===== src/rtl/osyrys_pkg.sv =====
// rtl/osyrys_pkg.sv - shared types and constants for the pipeline stall/flush controller
package osyrys_pkg;

    typedef enum logic [1:0] {
        BOOT     = 2'd0,
        RUN      = 2'd1,
        MDU_WAIT = 2'd2,
        MEM_WAIT = 2'd3
    } ctrl_state_e;

    // Enables and flushes of the four pipeline registers, oldest stage last
    typedef struct packed {
        logic en_if_id;
        logic en_id_ex;
        logic en_ex_mem;
        logic en_mem_wb;
        logic flush_if_id;
        logic flush_id_ex;
        logic flush_ex_mem;
        logic flush_mem_wb;
    } pipe_ctrl_t;

    localparam pipe_ctrl_t CTRL_BOOT   = pipe_ctrl_t'(8'b0000_1111);
    localparam pipe_ctrl_t CTRL_NORMAL = pipe_ctrl_t'(8'b1111_0000);
    localparam pipe_ctrl_t CTRL_MEMW   = pipe_ctrl_t'(8'b0000_0001);
    // EX/MEM is flushed while the MDU op sits in EX, so its enable is irrelevant
    localparam pipe_ctrl_t CTRL_MDUW   = pipe_ctrl_t'(8'b0011_0010);
    localparam pipe_ctrl_t CTRL_REDIR  = pipe_ctrl_t'(8'b1111_1100);
    // ID/EX is flushed to form the bubble, so its enable is irrelevant
    localparam pipe_ctrl_t CTRL_LDUSE  = pipe_ctrl_t'(8'b0111_0100);

endpackage


===== src/rtl/stall_perf_counters.sv =====
// rtl/stall_perf_counters.sv - saturating stall event counters (built only with OSYRYS_STALL_PERF_EN)
`ifdef OSYRYS_STALL_PERF_EN
module stall_perf_counters #(
    parameter int PERF_W = 64
) (
    input  logic              clk,
    input  logic              rst_n,
    input  logic              inc_loaduse,
    input  logic              inc_memwait,
    input  logic              inc_flush,
    output logic [PERF_W-1:0] loaduse_cnt,
    output logic [PERF_W-1:0] memwait_cnt,
    output logic [PERF_W-1:0] flush_cnt
);

    // Count events, holding at all-ones instead of wrapping
    always_ff @(posedge clk or negedge rst_n) begin
        if (!rst_n) begin
            loaduse_cnt <= '0;
            memwait_cnt <= '0;
            flush_cnt   <= '0;
        end else begin
            if (inc_loaduse && (loaduse_cnt != '1)) loaduse_cnt <= loaduse_cnt + PERF_W'(1);
            if (inc_memwait && (memwait_cnt != '1)) memwait_cnt <= memwait_cnt + PERF_W'(1);
            if (inc_flush   && (flush_cnt   != '1)) flush_cnt   <= flush_cnt   + PERF_W'(1);
        end
    end

endmodule
`endif


===== src/rtl/pipeline_ctrl.sv =====
// rtl/pipeline_ctrl.sv - stall/flush controller for the five-stage core (optional perf counters: OSYRYS_STALL_PERF_EN)
module pipeline_ctrl
    import osyrys_pkg::*;
#(
    parameter int REG_AW = 5,
    parameter int PERF_W = 64
) (
    input  logic              clk,
    input  logic              rst_n,
    input  logic [REG_AW-1:0] id_rs1,
    input  logic [REG_AW-1:0] id_rs2,
    input  logic              id_rs1_used,
    input  logic              id_rs2_used,
    input  logic              ex_valid,
    input  logic              ex_mem_read,
    input  logic [REG_AW-1:0] ex_rd,
    input  logic              ex_redirect,
    input  logic              ex_mdu_start,
    input  logic              mdu_done,
    input  logic              mem_req_valid,
    input  logic              mem_ready,
    output logic              pc_en,
    output logic              en_if_id,
    output logic              en_id_ex,
    output logic              en_ex_mem,
    output logic              en_mem_wb,
    output logic              flush_if_id,
    output logic              flush_id_ex,
    output logic              flush_ex_mem,
    output logic              flush_mem_wb
`ifdef OSYRYS_STALL_PERF_EN
    ,
    output logic [PERF_W-1:0] perf_loaduse_cnt,
    output logic [PERF_W-1:0] perf_memwait_cnt,
    output logic [PERF_W-1:0] perf_flush_cnt
`endif
);

    ctrl_state_e state, state_nx;
    ctrl_state_e ret_state, ret_nx;
    logic        done_pending, pend_nx;
    pipe_ctrl_t  ctrl;
    logic        pc_en_c;
    logic        mem_wait, load_use, mdu_busy, done_eff;
    logic        ev_loaduse, ev_memwait, ev_flush;
    ctrl_state_e eff_state;

    // Hazard resolution: outputs and next state from current state and inputs
    always_comb begin
        mem_wait  = mem_req_valid & ~mem_ready;
        load_use  = ex_valid & ex_mem_read & (ex_rd != '0) &
                    ((id_rs1_used & (id_rs1 == ex_rd)) | (id_rs2_used & (id_rs2 == ex_rd)));
        mdu_busy  = ((state == MDU_WAIT) | ((state == RUN) & ex_mdu_start)) & ~mdu_done;
        // Leaving MEM_WAIT behaves like the state it interrupted, with any held completion
        eff_state = (state == MEM_WAIT) ? ret_state : state;
        done_eff  = mdu_done | ((state == MEM_WAIT) & done_pending);

        ctrl       = CTRL_NORMAL;
        pc_en_c    = 1'b1;
        state_nx   = state;
        ret_nx     = ret_state;
        pend_nx    = done_pending;
        ev_loaduse = 1'b0;
        ev_memwait = 1'b0;
        ev_flush   = 1'b0;

        if (state == BOOT) begin
            ctrl     = CTRL_BOOT;
            pc_en_c  = 1'b0;
            state_nx = RUN;
            pend_nx  = 1'b0;
        end else if (mem_wait) begin
            ctrl       = CTRL_MEMW;
            pc_en_c    = 1'b0;
            ev_memwait = 1'b1;
            if (state != MEM_WAIT) begin
                state_nx = MEM_WAIT;
                ret_nx   = mdu_busy ? MDU_WAIT : RUN;
                pend_nx  = 1'b0;
            end else begin
                pend_nx = done_pending | mdu_done;
            end
        end else begin
            pend_nx = 1'b0;
            if (eff_state == MDU_WAIT) begin
                if (done_eff) begin
                    state_nx = RUN;
                end else begin
                    ctrl     = CTRL_MDUW;
                    pc_en_c  = 1'b0;
                    state_nx = MDU_WAIT;
                end
            end else begin
                state_nx = RUN;
                if (ex_mdu_start & ~mdu_done) begin
                    ctrl     = CTRL_MDUW;
                    pc_en_c  = 1'b0;
                    state_nx = MDU_WAIT;
                end else if (ex_redirect & ex_valid) begin
                    ctrl     = CTRL_REDIR;
                    ev_flush = 1'b1;
                end else if (load_use) begin
                    ctrl       = CTRL_LDUSE;
                    pc_en_c    = 1'b0;
                    ev_loaduse = 1'b1;
                end
            end
        end
    end

    // Controller state, return state and held MDU completion
    always_ff @(posedge clk or negedge rst_n) begin
        if (!rst_n) begin
            state        <= BOOT;
            ret_state    <= RUN;
            done_pending <= 1'b0;
        end else begin
            state        <= state_nx;
            ret_state    <= ret_nx;
            done_pending <= pend_nx;
        end
    end

    assign pc_en        = pc_en_c;
    assign en_if_id     = ctrl.en_if_id;
    assign en_id_ex     = ctrl.en_id_ex;
    assign en_ex_mem    = ctrl.en_ex_mem;
    assign en_mem_wb    = ctrl.en_mem_wb;
    assign flush_if_id  = ctrl.flush_if_id;
    assign flush_id_ex  = ctrl.flush_id_ex;
    assign flush_ex_mem = ctrl.flush_ex_mem;
    assign flush_mem_wb = ctrl.flush_mem_wb;

`ifdef OSYRYS_STALL_PERF_EN
    stall_perf_counters #(
        .PERF_W(PERF_W)
    ) u_perf (
        .clk        (clk),
        .rst_n      (rst_n),
        .inc_loaduse(ev_loaduse),
        .inc_memwait(ev_memwait),
        .inc_flush  (ev_flush),
        .loaduse_cnt(perf_loaduse_cnt),
        .memwait_cnt(perf_memwait_cnt),
        .flush_cnt  (perf_flush_cnt)
    );
`else
    logic unused_perf;
    assign unused_perf = ev_loaduse ^ ev_memwait ^ ev_flush ^ (PERF_W == 0);
`endif

endmodule


===== config.mk =====
export PLATFORM = sky130hd
export DESIGN_NAME = pipeline_ctrl
export DESIGN_NICKNAME = d
export VERILOG_FILES = /design/src/rtl/osyrys_pkg.sv /design/src/rtl/stall_perf_counters.sv /design/src/rtl/pipeline_ctrl.sv
export SDC_FILE = /design/constraint.sdc
export NUM_CORES = 1
export LEC_CHECK = 0
export BUFFER_PORTS_ARGS = -buffer_cell sky130_fd_sc_hd__buf_2
export CELL_PAD_IN_SITES_DETAIL_PLACEMENT = 2
export CELL_PAD_IN_SITES_GLOBAL_PLACEMENT = 2
export CORE_ASPECT_RATIO = 0.7
export CORE_MARGIN = 4
export CORE_UTILIZATION = 22
export CTS_CLUSTER_SIZE = 28
export DETAILED_ROUTE_END_ITERATION = 16
export PLACE_DENSITY = 0.91
export SLEW_MARGIN = 20
export SYNTH_ARGS = -nofsm -noshare
export SYNTH_HDL_FRONTEND = slang
export SYNTH_HIERARCHICAL = 1
export SYNTH_SLANG_ARGS = --single-unit
export TNS_END_PERCENT = 20

===== constraint.sdc =====
create_clock -name clk -period 3.7 [get_ports clk]
set_clock_uncertainty 0.1 [all_clocks]
set_input_delay 0.37 -clock clk [delete_from_list [all_inputs] [get_ports clk]]
set_output_delay 0.37 -clock clk [all_outputs]
set_load 0.05 [all_outputs]

* Yosys cells after proc, flatten, opt, wreduce, memory -nomap -nowiden
Index checks and enable logic that the tools add are counted.
** Storage, ports and cells
- Bits in registers :: 5
- Latch bits :: 0
- RAM bits :: 0
- Memory bits (read-only) :: 0
- Input port bits :: 26
- Memories :: 0
** Operators by class
- Add/sub/neg operators :: 0
- Multiply operators :: 0
- Div/mod/pow operators :: 0
- $lt $le $gt $ge :: 0
- Equal/unequal tests :: 8
- Shifts and indexed selects :: 0
- Multiplexer cells :: 25
- Bitwise gates (word level) :: 18
- Reductions and logical operators :: 3
** Operators with widths (count)
- $mux 8 :: 7
- $mux 2 :: 8
- $and 1x1->1 :: 11
- $eq 5x5->1 :: 2
- $mux 1 :: 10
- $eq 2x2->1 const B :: 3
- $reduce_bool 5->1 :: 1
- $or 1x1->1 :: 4
- $ne 3x1->1 const B :: 1
- $not 1->1 :: 3
- $reduce_and 3->1 :: 1
- $eq 2x1->1 const B :: 1
- $logic_not 2->1 :: 1
- $ne 2x2->1 const B :: 1

* Logic depth before layout (Yosys ltp)
- Depth after elaboration :: 10
- Mapped depth :: 6
- Mapped depth without buffers :: 4

* Least setup slack after synthesis
Ideal clock, no wire load.
- Path type :: reg-to-output
- Start :: register state[1]
- End :: output en_mem_wb
- Arrival time :: 2692 ps
- Required time :: 3230 ps
- Setup slack :: 538 ps
- Stages on the path, launching flop included :: 5
- Path buffers :: 2
- Cell sequence :: dfrtp_1 > buf_2 > o21ai_0 > inv_1 > buf_4
** Between the ends
- Cells in the longest elaborated chain, start to end :: 6
- Elaborated cells between the ends (all ways) :: 7
- Classes of those cells :: eq/ne (2); mux (4); reduce/logical (1)
** RTL lines
- start: declaration :: RTL line pipeline_ctrl.sv:39 : ctrl_state_e state, state_nx;
- start signal: assignment :: RTL line pipeline_ctrl.sv:118 : state <= state_nx;
- $eq 2x2->1 :: RTL line pipeline_ctrl.sv:55 : eff_state = (state == MEM_WAIT) ? ret_state : state;
- $mux 2 :: RTL line pipeline_ctrl.sv:55
- $eq 2x2->1 :: RTL line pipeline_ctrl.sv:85 : if (eff_state == MDU_WAIT) begin
- $mux 8 :: RTL line pipeline_ctrl.sv:85
- $mux 8 :: RTL line pipeline_ctrl.sv:72 : end else if (mem_wait) begin
- $mux 8 (*) :: RTL line pipeline_ctrl.sv:67 : if (state == BOOT) begin
- end: declaration :: RTL line pipeline_ctrl.sv:26 : output logic en_mem_wb,
Every way passes the cells marked *; elsewhere a longest branch is shown, timed or not.

* Worst setup path in the final report
- Start :: register ret_state[0]
- End :: output flush_ex_mem
** Between the ends
- Cells in the longest elaborated chain, start to end :: 5
** RTL lines
- start: declaration :: RTL line pipeline_ctrl.sv:40 : ctrl_state_e ret_state, ret_nx;
- start signal: assignment :: RTL line pipeline_ctrl.sv:119 : ret_state <= ret_nx;
- $mux 2 :: RTL line pipeline_ctrl.sv:55
- $eq 2x2->1 :: RTL line pipeline_ctrl.sv:85
- $mux 8 :: RTL line pipeline_ctrl.sv:85
- $mux 8 :: RTL line pipeline_ctrl.sv:72
- $mux 8 :: RTL line pipeline_ctrl.sv:67
- end: declaration :: RTL line pipeline_ctrl.sv:29 : output logic flush_ex_mem,
Every way passes these cells.

==> flow_summary_export.csv <==
group,metric,value,unit
status,status,"complete, no violations",
sta,fin_setup_tns,0,ns
routing,final_antenna_net_count,0,
routing,drtPass1Iterations,4,
global_routing,grt_pass1_vias,709,
power_and_ir_drop,max-vdd-ir-drop,0.186,mV
power_and_ir_drop,seqPwrFrac,0.273,
hold_path,hold_path_class,"input pin to flip-flop",
clock_tree,clock_sink_count,5,
synth,synth_area,537,sq um
routing,wirelength,2280,microns
synth,yosysTopAreaCell,"dfrtp_1",
place,place.port_buffers,34,
synth,yosys.area.top_type_share,0.186,
place,dp_hpwl,1920,microns
power_and_ir_drop,p_leak,0.374,nW
setup_path,worstPathRequired,3.23,ns
clock_tree,cts_buffer_depth,2,
synth,synthTopCellsByArea,"dfrtp_1 (19%), xor2_1 (13%), o21ai_0 (5.6%)",
global_routing,grt_pass1_wl,3790,microns
floorplanning,die_area,3310,sq um
final_layout,diodes,0,
power_and_ir_drop,p_sw,0.190,mW
power_and_ir_drop,internal_power,0.179,mW
clock_tree,cts_tree,"yes",
synth,synth.most_common_cell,"xor2_1",
place,place_congestion,0.830,
final_layout,num-nets-final,131,
final_layout,area_growth,41.3,%
floorplanning,chipHeight,49.3,microns
sta,slew_headroom,0.662,
setup_path,critical_path_class,"flip-flop to output port",
floorplanning,core-area,2240,sq um
sta,max_freq,0.402,GHz
setup_path,cp-end-kind,"output port",
sta,post-route-min-period,2.49,ns
synth,synth-seq-cells,5,
sta,final.period_utilization,0.673,
synth,synthTopCellsByCount,"xor2_1 (8), nor2_1 (6), o21ai_0 (6)",
place,pre_cts_ws,1.51,ns
setup_path,worst-path-max-fanout,6,
final_layout,drive_above_1_share,0.385,
global_routing,track_usage,0.154,
synth,syn_nets,95,
power_and_ir_drop,p_per_area,487,nW/um^2
power_and_ir_drop,p_clk_frac,0.177,
clock_tree,cts_buffers,3,
sta,setup_viol,0,
synth,synth-edff-count,0,
clock_tree,cts_root_buffer,"clkbuf_4",
synth,yosysUniqueCellTypes,35,
routing,routedWlPerCell,16.8,microns
floorplanning,io_pins,35,
synth,yosysSeqAreaShare,0.235,
global_routing,grt_max_degree,14,
synth,ys.flop_type,"dfrtp_1",
routing,drt_iter0_markers,17,
clock_tree,clk_pin_slew,0.04,ns
job,max-cap-violations,0,
synth,async_flop_share,1.00,
sta,slew_violations,0,
setup_path,startpoint_type,"flip-flop",
routing,vias_per_cell,4.70,
clock_tree,htree_levels,1,
sta,worstMarginPinSlew,0.504,ns
floorplanning,die_w,67.0,microns
sta,hold_violations,0,
floorplanning,row_count,14,
synth,synth_cells,69,
routing,drc,0,
sta,fin_ws,1.21,ns
setup_path,crit_arrival,2.02,ns
sta,rsz0062_at_grt,"false",
synth,yosys_warnings,6,
floorplanning,start_util,0.239,
power_and_ir_drop,comb_power_share,0.550,
clock_tree,clock_latency,0.25,ns
global_routing,grt_antenna_before_repair,0,
power_and_ir_drop,swShare,0.514,
synth,avgSynthCellArea,7.78,sq um
routing,dr_total_vias,639,
global_routing,overflow,0,
-- per-stage QoR --
stage | hold WS (ns) | cells | util | cell area [sq um] | total power, mW
final | 0.375 | 136 | 0.338 | 758 | 0.369
after floorplan | -0.0256 | 69 | - | 537 | 0.246
after global routing | 0.389 | 136 | 0.338 | 758 | 0.401
after CTS | 0.360 | 136 | 0.338 | 758 | 0.373
after global placement | 0.0887 | 131 | 0.322 | 722 | 0.293
after detailed placement | 0.0903 | 131 | 0.322 | 722 | 0.303
-- worst paths after layout --
check / from / to / slack, ns / cells after the start
setup / recovery: ret_state[0] / flush_ex_mem / 1.21 / 5
hold / removal: mem_ready / ret_state[0] / 0.37 / 4
setup reg to reg: ret_state[0] / state[0] / 2.02 / 4
hold reg to reg: ret_state[0] / ret_state[0] / 0.44 / 2
max in group asynchronous: rst_n / ret_state[0] / 2.90 / 2
min in group asynchronous: rst_n / state[0] / 0.38 / 2
-- power by group through the flow --
stage	Clock [mW]	Sequential, mW	Combinational [mW]
after floorplan	0	0.0834	0.163
after global placement	0	0.0985	0.194
after detailed placement	0	0.101	0.203
after CTS	0.0672	0.100	0.205
after global routing	0.0737	0.105	0.222
final	0.0652	0.101	0.203
-- cells in the final DEF, fill, tap and decap left out, types with 2 or more instances in the layout --
cell type and instances:
buf_2 34, xor2_1 8, o21ai_0 6, nor2_1 6, inv_1 4, nand2_1 4
dfrtp_1 4, nor2b_1 3, clkbuf_4 3, nor4_1 2, xnor2_1 2, nand3_1 2
a21oi_1 2
-- routing by layer --
metal,vias to the layer above,routed length (microns),GRT usage
met5,-,0,0
li1,322,-,-
met1,304,1130,0.236
met2,11,1060,0.220
met4,0,8,0.0202
met3,2,72,0.0369
-- logic make-up after synthesis --
kind of cell | after synthesis | share of synthesized area
buffers and inverters | 8 | 0.0746
AND/OR/NAND/NOR | 25 | 0.247
XOR/XNOR | 10 | 0.163
flip-flops | 5 | 0.235
AO/OA/AOI/OAI | 21 | 0.280
-- what timing repair did --
item / CTS / global route
buffers inserted: 0 / 0
gates resized for setup: 0 / 0
hold endpoints to repair: 4 / 0
hold buffers: 1 / 0
-- flip-flops by register name (all words and copies together), names as in the netlist --
signal	flops
done_pending	1
state	2
ret_state	2
-- critical path: stages, from the launching register on --
cell,delay (ns)
dfstp_2,0.58
nand4b_1,0.15
o21ai_0,0.12
a211oi_1,0.49
a21o_1,0.19
buf_2,0.25
-- area by class of cell --
| cell class | instances | area (sq um) |
|---|---|---|
| Fill cell | 294 | 1480 |
| Clock buffer | 4 | 26.3 |
| Inverter | 4 | 15.0 |
| Multi-Input combinational cell | 56 | 370 |
| Sequential cell | 5 | 126 |
| Timing Repair Buffer | 35 | 180 |
| Tap cell | 32 | 40.0 |
Note: power is estimated with default switching activity, not from simulation.
